$ cat config.mk
export PLATFORM = sky130hd
export DESIGN_NAME = quire_to_posit
export DESIGN_NICKNAME = d
export VERILOG_FILES = /design/src/rtl/quire_to_posit.sv
export SDC_FILE = /design/constraint.sdc
export NUM_CORES = 1
export LEC_CHECK = 0
export CAP_MARGIN = 20
export CORE_AREA = 3 3 103 204
export DETAILED_ROUTE_END_ITERATION = 12
export DIE_AREA = 0 0 106 207
export DONT_BUFFER_PORTS = 1
export PLACE_DENSITY = 0.86
export SYNTH_ARGS = -nofsm -noshare
export SYNTH_HDL_FRONTEND = slang
export SYNTH_SLANG_ARGS = --single-unit
$ cat constraint.sdc
create_clock -name clk -period 4.5 [get_ports clk]
set_input_delay 0.9 -clock clk [delete_from_list [all_inputs] [get_ports clk]]
set_output_delay 0.9 -clock clk [all_outputs]
set_load 0.01 [all_outputs]
$ cat src/rtl/quire_to_posit.sv
// Rounds two's-complement quire words to posit<POSIT_WIDTH, POSIT_ES> on an rts/rtr stream.
// A one-word skid latch feeds a decode / normalise / encode / round-and-sign pipeline.
module quire_to_posit #(
    parameter int unsigned POSIT_WIDTH  = 8,
    parameter int unsigned POSIT_ES     = 0,
    parameter int unsigned LOG_NB_ACCUM = 15,
    localparam int unsigned QUIRE_SIZE  =
        (2 ** (POSIT_ES + 2)) * (POSIT_WIDTH - 2) + 1 + LOG_NB_ACCUM
) (
    input  logic                   clk,
    input  logic                   rst_n,
    input  logic                   rts_i,
    output logic                   rtr_o,
    input  logic                   sow_i,
    input  logic                   eow_i,
    input  logic [QUIRE_SIZE-1:0]  data_i,
    input  logic                   NaR_i,
    input  logic                   sign_i,
    input  logic                   zero_i,
    input  logic                   rtr_i,
    output logic                   rts_o,
    output logic                   sow_o,
    output logic                   eow_o,
    output logic [POSIT_WIDTH-1:0] posit_o
);

    localparam int unsigned N        = POSIT_WIDTH;
    localparam int unsigned ES       = POSIT_ES;
    localparam int unsigned NQ       = QUIRE_SIZE;
    localparam int unsigned BPP      = (2 ** (ES + 1)) * (N - 2);
    localparam int unsigned MAXSCALE = (N - 2) * (2 ** ES);
    localparam int unsigned FW       = NQ - 1;
    localparam int unsigned PW       = $clog2(NQ);
    localparam int unsigned SW       = PW + 2;
    localparam int unsigned EF       = ES + FW;
    localparam int unsigned RW       = EF + 2 + N;

    localparam logic signed [SW-1:0] SCALE_MAX = SW'(MAXSCALE);
    localparam logic signed [SW-1:0] SCALE_MIN = SW'(-int'(MAXSCALE));

    // ------------------------------------------------------------------
    // Handshake and skid latch
    // ------------------------------------------------------------------
    logic          process_en;
    logic          receive_en;
    logic          latched_q;
    logic [NQ-1:0] skid_data_q;
    logic          skid_nar_q;
    logic          skid_sow_q;
    logic          skid_eow_q;
    logic [3:0]    valid_q;

    assign rts_o      = valid_q[3];
    assign process_en = rtr_i | ~rts_o;
    assign receive_en = rts_i & rtr_o;

    always_ff @(posedge clk or negedge rst_n) begin
        if (!rst_n) begin
            rtr_o       <= 1'b0;
            latched_q   <= 1'b0;
            skid_data_q <= '0;
            skid_nar_q  <= 1'b0;
            skid_sow_q  <= 1'b0;
            skid_eow_q  <= 1'b0;
        end else begin
            rtr_o <= process_en;
            // rtr_o lags process_en by a cycle, so one word can arrive during a stall
            if (receive_en && !process_en) begin
                latched_q   <= 1'b1;
                skid_data_q <= data_i;
                skid_nar_q  <= NaR_i;
                skid_sow_q  <= sow_i;
                skid_eow_q  <= eow_i;
            end else if (process_en) begin
                latched_q <= 1'b0;
            end
        end
    end

    logic          src_valid;
    logic          src_nar;
    logic          src_sow;
    logic          src_eow;
    logic [NQ-1:0] src_data;

    always_comb begin
        src_valid = receive_en | latched_q;
        if (latched_q) begin
            src_data = skid_data_q;
            src_nar  = skid_nar_q;
            src_sow  = skid_sow_q;
            src_eow  = skid_eow_q;
        end else begin
            src_data = data_i;
            src_nar  = NaR_i;
            src_sow  = sow_i;
            src_eow  = eow_i;
        end
    end

    // ------------------------------------------------------------------
    // S1: special decode and magnitude
    // ------------------------------------------------------------------
    logic [NQ-1:0] s1_mag_d;

    // The most negative quire wraps to 2^(NQ-1), which is exactly its magnitude unsigned
    assign s1_mag_d = src_data[NQ-1] ? (~src_data + NQ'(1)) : src_data;

    logic          s1_nar_q;
    logic          s1_zero_q;
    logic          s1_sign_q;
    logic [NQ-1:0] s1_mag_q;
    logic          s1_sow_q;
    logic          s1_eow_q;

    // ------------------------------------------------------------------
    // S2: leading-one detection and normalisation
    // ------------------------------------------------------------------
    logic [PW-1:0] lead;
    logic [PW-1:0] shamt;
    logic [NQ-1:0] norm;
    logic [SW-1:0] s2_scale_d;

    always_comb begin
        lead = '0;
        for (int unsigned i = 0; i < NQ; i++) begin
            if (s1_mag_q[i]) lead = PW'(i);
        end
        shamt      = PW'(NQ - 1) - lead;
        norm       = s1_mag_q << shamt;
        s2_scale_d = SW'(lead) - SW'(BPP);
    end

    logic                 s2_nar_q;
    logic                 s2_zero_q;
    logic                 s2_sign_q;
    logic signed [SW-1:0] s2_scale_q;
    logic [FW-1:0]        s2_frac_q;
    logic                 s2_sow_q;
    logic                 s2_eow_q;

    // ------------------------------------------------------------------
    // S3: regime/exponent/fraction assembly and rounding decision
    // ------------------------------------------------------------------
    logic signed [SW-1:0] k;
    logic [SW-1:0]        amt;
    logic [SW+FW-1:0]     rem_ext;
    logic [EF-1:0]        rem;
    logic [RW-1:0]        reg_pos;
    logic [RW-1:0]        reg_neg;
    logic signed [RW-1:0] pos_shift;
    logic [RW-1:0]        full;
    logic [N-2:0]         body_raw;
    logic                 guard;
    logic                 sticky;
    logic [N-2:0]         s3_body_d;
    logic                 s3_round_d;

    always_comb begin
        k       = s2_scale_q >>> ES;
        // For negative k the regime needs -k zeros; ~k == -k-1 shifts past the leading 0
        amt     = k[SW-1] ? ~k : k;
        rem_ext = {s2_scale_q, s2_frac_q};
        rem     = rem_ext[EF-1:0];
        reg_pos = {2'b10, rem, {N{1'b0}}};
        reg_neg = {2'b01, rem, {N{1'b0}}};
        pos_shift = $signed(reg_pos) >>> amt;
        if (k[SW-1]) begin
            full = reg_neg >> amt;
        end else begin
            full = pos_shift;
        end
        body_raw = full[RW-1 -: N-1];
        guard    = full[RW-N];
        sticky   = |full[RW-N-1:0];

        if (s2_scale_q > SCALE_MAX) begin
            s3_body_d  = '1;
            s3_round_d = 1'b0;
        end else if (s2_scale_q < SCALE_MIN) begin
            s3_body_d  = {{(N-2){1'b0}}, 1'b1};
            s3_round_d = 1'b0;
        end else begin
            s3_body_d  = body_raw;
            // An all-ones body must not wrap into the NaR pattern
            s3_round_d = guard & (sticky | body_raw[0]) & ~(&body_raw);
        end
    end

    logic         s3_nar_q;
    logic         s3_zero_q;
    logic         s3_sign_q;
    logic [N-2:0] s3_body_q;
    logic         s3_round_q;
    logic         s3_sow_q;
    logic         s3_eow_q;

    // ------------------------------------------------------------------
    // Output: round increment, specials and sign application
    // ------------------------------------------------------------------
    logic [N-2:0] body_rnd;
    logic [N-1:0] pos_abs;
    logic [N-1:0] posit_d;

    always_comb begin
        body_rnd = s3_body_q + {{(N-2){1'b0}}, s3_round_q};
        pos_abs  = {1'b0, body_rnd};
        if (s3_nar_q) begin
            posit_d = {1'b1, {(N-1){1'b0}}};
        end else if (s3_zero_q) begin
            posit_d = '0;
        end else if (s3_sign_q) begin
            posit_d = ~pos_abs + N'(1);
        end else begin
            posit_d = pos_abs;
        end
    end

    // ------------------------------------------------------------------
    // Pipeline registers: every rank advances together on process_en
    // ------------------------------------------------------------------
    always_ff @(posedge clk or negedge rst_n) begin
        if (!rst_n) begin
            valid_q    <= '0;
            s1_nar_q   <= 1'b0;
            s1_zero_q  <= 1'b0;
            s1_sign_q  <= 1'b0;
            s1_mag_q   <= '0;
            s1_sow_q   <= 1'b0;
            s1_eow_q   <= 1'b0;
            s2_nar_q   <= 1'b0;
            s2_zero_q  <= 1'b0;
            s2_sign_q  <= 1'b0;
            s2_scale_q <= '0;
            s2_frac_q  <= '0;
            s2_sow_q   <= 1'b0;
            s2_eow_q   <= 1'b0;
            s3_nar_q   <= 1'b0;
            s3_zero_q  <= 1'b0;
            s3_sign_q  <= 1'b0;
            s3_body_q  <= '0;
            s3_round_q <= 1'b0;
            s3_sow_q   <= 1'b0;
            s3_eow_q   <= 1'b0;
            sow_o      <= 1'b0;
            eow_o      <= 1'b0;
            posit_o    <= '0;
        end else if (process_en) begin
            valid_q <= {valid_q[2:0], src_valid};
            if (src_valid) begin
                s1_nar_q  <= src_nar;
                s1_zero_q <= ~|src_data;
                s1_sign_q <= src_data[NQ-1];
                s1_mag_q  <= s1_mag_d;
                s1_sow_q  <= src_sow;
                s1_eow_q  <= src_eow;
            end
            if (valid_q[0]) begin
                s2_nar_q   <= s1_nar_q;
                s2_zero_q  <= s1_zero_q;
                s2_sign_q  <= s1_sign_q;
                s2_scale_q <= s2_scale_d;
                s2_frac_q  <= norm[NQ-2:0];
                s2_sow_q   <= s1_sow_q;
                s2_eow_q   <= s1_eow_q;
            end
            if (valid_q[1]) begin
                s3_nar_q   <= s2_nar_q;
                s3_zero_q  <= s2_zero_q;
                s3_sign_q  <= s2_sign_q;
                s3_body_q  <= s3_body_d;
                s3_round_q <= s3_round_d;
                s3_sow_q   <= s2_sow_q;
                s3_eow_q   <= s2_eow_q;
            end
            if (valid_q[2]) begin
                sow_o   <= s3_sow_q;
                eow_o   <= s3_eow_q;
                posit_o <= posit_d;
            end
        end
    end

    // sign_i and zero_i are redundant with data_i; the leading one itself is not a fraction bit
    logic unused_bits;
    assign unused_bits = ^{sign_i, zero_i, norm[NQ-1], rem_ext[SW+FW-1:EF]};

endmodule

==> flow_summary.ini <==
[placement]
io_buffers = 0
dpl.hpwl_um = 27860
place_congestion = 1.045
placed_cell_area_sq_mm = 0.01296
place_ws_ns = 0.6092

[layout]
areaGrowthSynthToFinish_pct = 7.373
layout.nets = 1506
diodes = 0
drive_gt1_share_pct = 13.00
postLayoutCellArea_sq_mm = 0.01363

[sta]
worst_pin_slew_ns = 1.025
fin_crit_sh_pct = 94.62
rsz0062_at_grt = false
maxClockFrequency_mhz = 234.9
finalHoldViolations = 0
tns_ns = 0
fin_crit_ns = 4.258
final.setup.worst_slack_ns = 0.2421
worst_clock_skew_ns = 0.007319
final_max_slew_viol_count = 0
setup_viol = 0
slew_headroom_pct = 31.03

[power]
power_uw = 12820
power.density_mw_per_mm2 = 940.4
peakVddDrop_v = 0.0005986
leakage_uw = 0.005749

[routing]
viasPerCell = 6.775
drtIter0Drc = 808
firstDrtPassIters = 6
drc_errors = 0
ant_nets = 0
routed_wl_um = 37500
vias = 11680
wl_per_cell_um = 21.75

[synthesis]
synth.most_common_cell = nand2_1
synthTopCellsByArea = dfrtp_1 (33%), mux2i_1 (10%), nand2_1 (6.2%)
yosys.area.top_type_share_pct = 33.12
yosysUniqueCellTypes = 86
synth_fp_nets = 1541
synth_top_cell_by_area = dfrtp_1
syn_inst = 1484
async_flop_share_pct = 100.0
synth_common_cells = nand2_1 (208), dfrtp_1 (168), mux2i_1 (133)
syn_avg_cell_area_sq_um = 8.554
synth-seq-area-share_pct = 33.12
ys_warn_count = 0
synth_area_sq_mm = 0.01269
synth-main-ff-cell = dfrtp_1
synth_edf_count = 0
synth_seq_cells = 168

[die]
fp.coreArea_sq_mm = 0.01973
rows = 73
start_util_pct = 64.35
die_area_sq_mm = 0.02194
io_pins = 61
die_h_um = 207
die_w_um = 106

[min_path]
hold_path_class = in -> async

[clock_tree]
ctsHoldBuffers = 0
root_buffer = clkbuf_16
post_cts_buffers = 0
cts_resized = 0
cts_tree = yes
clk_latency_ns = 0.45
numCtsBuffers = 17
clock_path_buffers = 2
clkTransAtPathRegs_ns = 0.06
clkSinkCount = 168
htree_levels = 4

[status]
status = finished clean

[grt]
grt_max_degree = 169
antenna_found_initial = 0
grt_pass1_vias = 11780
grtUsageTotal_pct = 34.59
overflow = 0
grt_pass1_wl_um = 59850

[setup_path]
cp_max_fo = 38
worst-endpoint-required_ns = 4.84
crit_path_start = s1_mag_q[8]
crit_type = reg -> reg
cp-start-kind = flip-flop
r2r_cells = 12
timing.rr.start = s1_mag_q[8]
crit_arrival_ns = 4.60
end_kind = flip-flop

[flow_run]
cap_violations = 0
[power breakdown]
group	internal (uW)	leakage, uW	switching (uW)	total [uW]
Clock	996	0.000315	629	1630
Sequential	2200	0.00205	886	3090
Combinational	3220	0.00339	4890	8110
Total	6410	0.00575	6410	12800
[placed cells by master, fill, tap and decap left out, types with 12 or more instances in the layout]
cell	instances
a211oi_1	12
a21oi_1	83
a31oi_1	21
buf_4	53
clkbuf_16	17
dfrtp_1	166
inv_1	34
mux2_2	66
mux2i_1	132
mux4_2	12
nand2_1	208
nand2b_1	12
nand3_1	39
nor2_1	119
nor2b_1	13
nor3_1	23
nor4_1	14
o211ai_1	24
o21ai_0	116
o221ai_1	12
o22ai_1	16
o31ai_1	14
xnor2_1	23
xor2_1	30
[logic make-up after synthesis]
kind of cell / count (synthesis) / share of synthesized area [%]
XOR/XNOR: 58 / 4.327
AND/OR/NAND/NOR: 488 / 17.23
adder cells (fa/ha/maj): 8 / 0.7885
AO/OA/AOI/OAI: 404 / 20.88
multiplexers: 212 / 18.59
flip-flops: 168 / 33.12
buffers and inverters: 146 / 5.076
[routing by layer]
layer | up-vias | GRT usage (%) | routed length (um)
li1 | 5373 | - | -
met1 | 5532 | 32.97 | 11850
met2 | 527 | 61.40 | 19680
met3 | 248 | 5.550 | 1961
met4 | 0 | 32.07 | 4010
met5 | - | 0 | 0
[flip-flops by register name, summed over array words and instances, names as in the netlist, 4 cells and up]
signal       flops
k                7
posit_o          8
rem             39
s1_mag_q        40
s3_body_q        7
skid_data_q     40
valid_q          4
[per-stage QoR]
step	instances	hold slack (ns)	util [%]
after floorplan	1484	0.4386	-
final	1724	0.1390	69.09
after detailed placement	1692	0.4537	65.70
after CTS	1724	0.1351	69.06
after global routing	1724	0.1298	69.09
after global placement	1692	0.4507	65.70
[critical path, cell delays in order, from the launching register on]
cell and delay, ns:
dfrtp_1 0.45, nor4_1 0.89, o41ai_1 0.40, a31oi_1 0.41, o21ai_0 0.14, and2_1 0.29, inv_1 0.13, buf_12 0.21
nor2_1 0.18, a22o_1 0.26, a221oi_2 0.24, o22ai_1 0.22, a32o_1 0.30
[cell type report]
cell class / count / area, sq um
Inverter: 38 / 142.6
Multi-Input combinational cell: 1170 / 7871
Clock buffer: 17 / 425.4
Sequential cell: 168 / 4207
Tap cell: 262 / 327.8
Timing Repair Buffer: 54 / 417.9
Clock inverter: 15 / 239.0
Fill cell: 1517 / 6098
[worst paths after layout]
path | to | slack, ns
setup / recovery | rem[35] | 0.24
hold / removal | rem[18] | 0.14
setup reg to reg | rem[35] | 0.24
hold reg to reg | s2_eow_q | 0.47
max in group asynchronous | latched_q | 4.08
min in group clk | s2_eow_q | 0.47
Power figures use the tool's default switching activity.
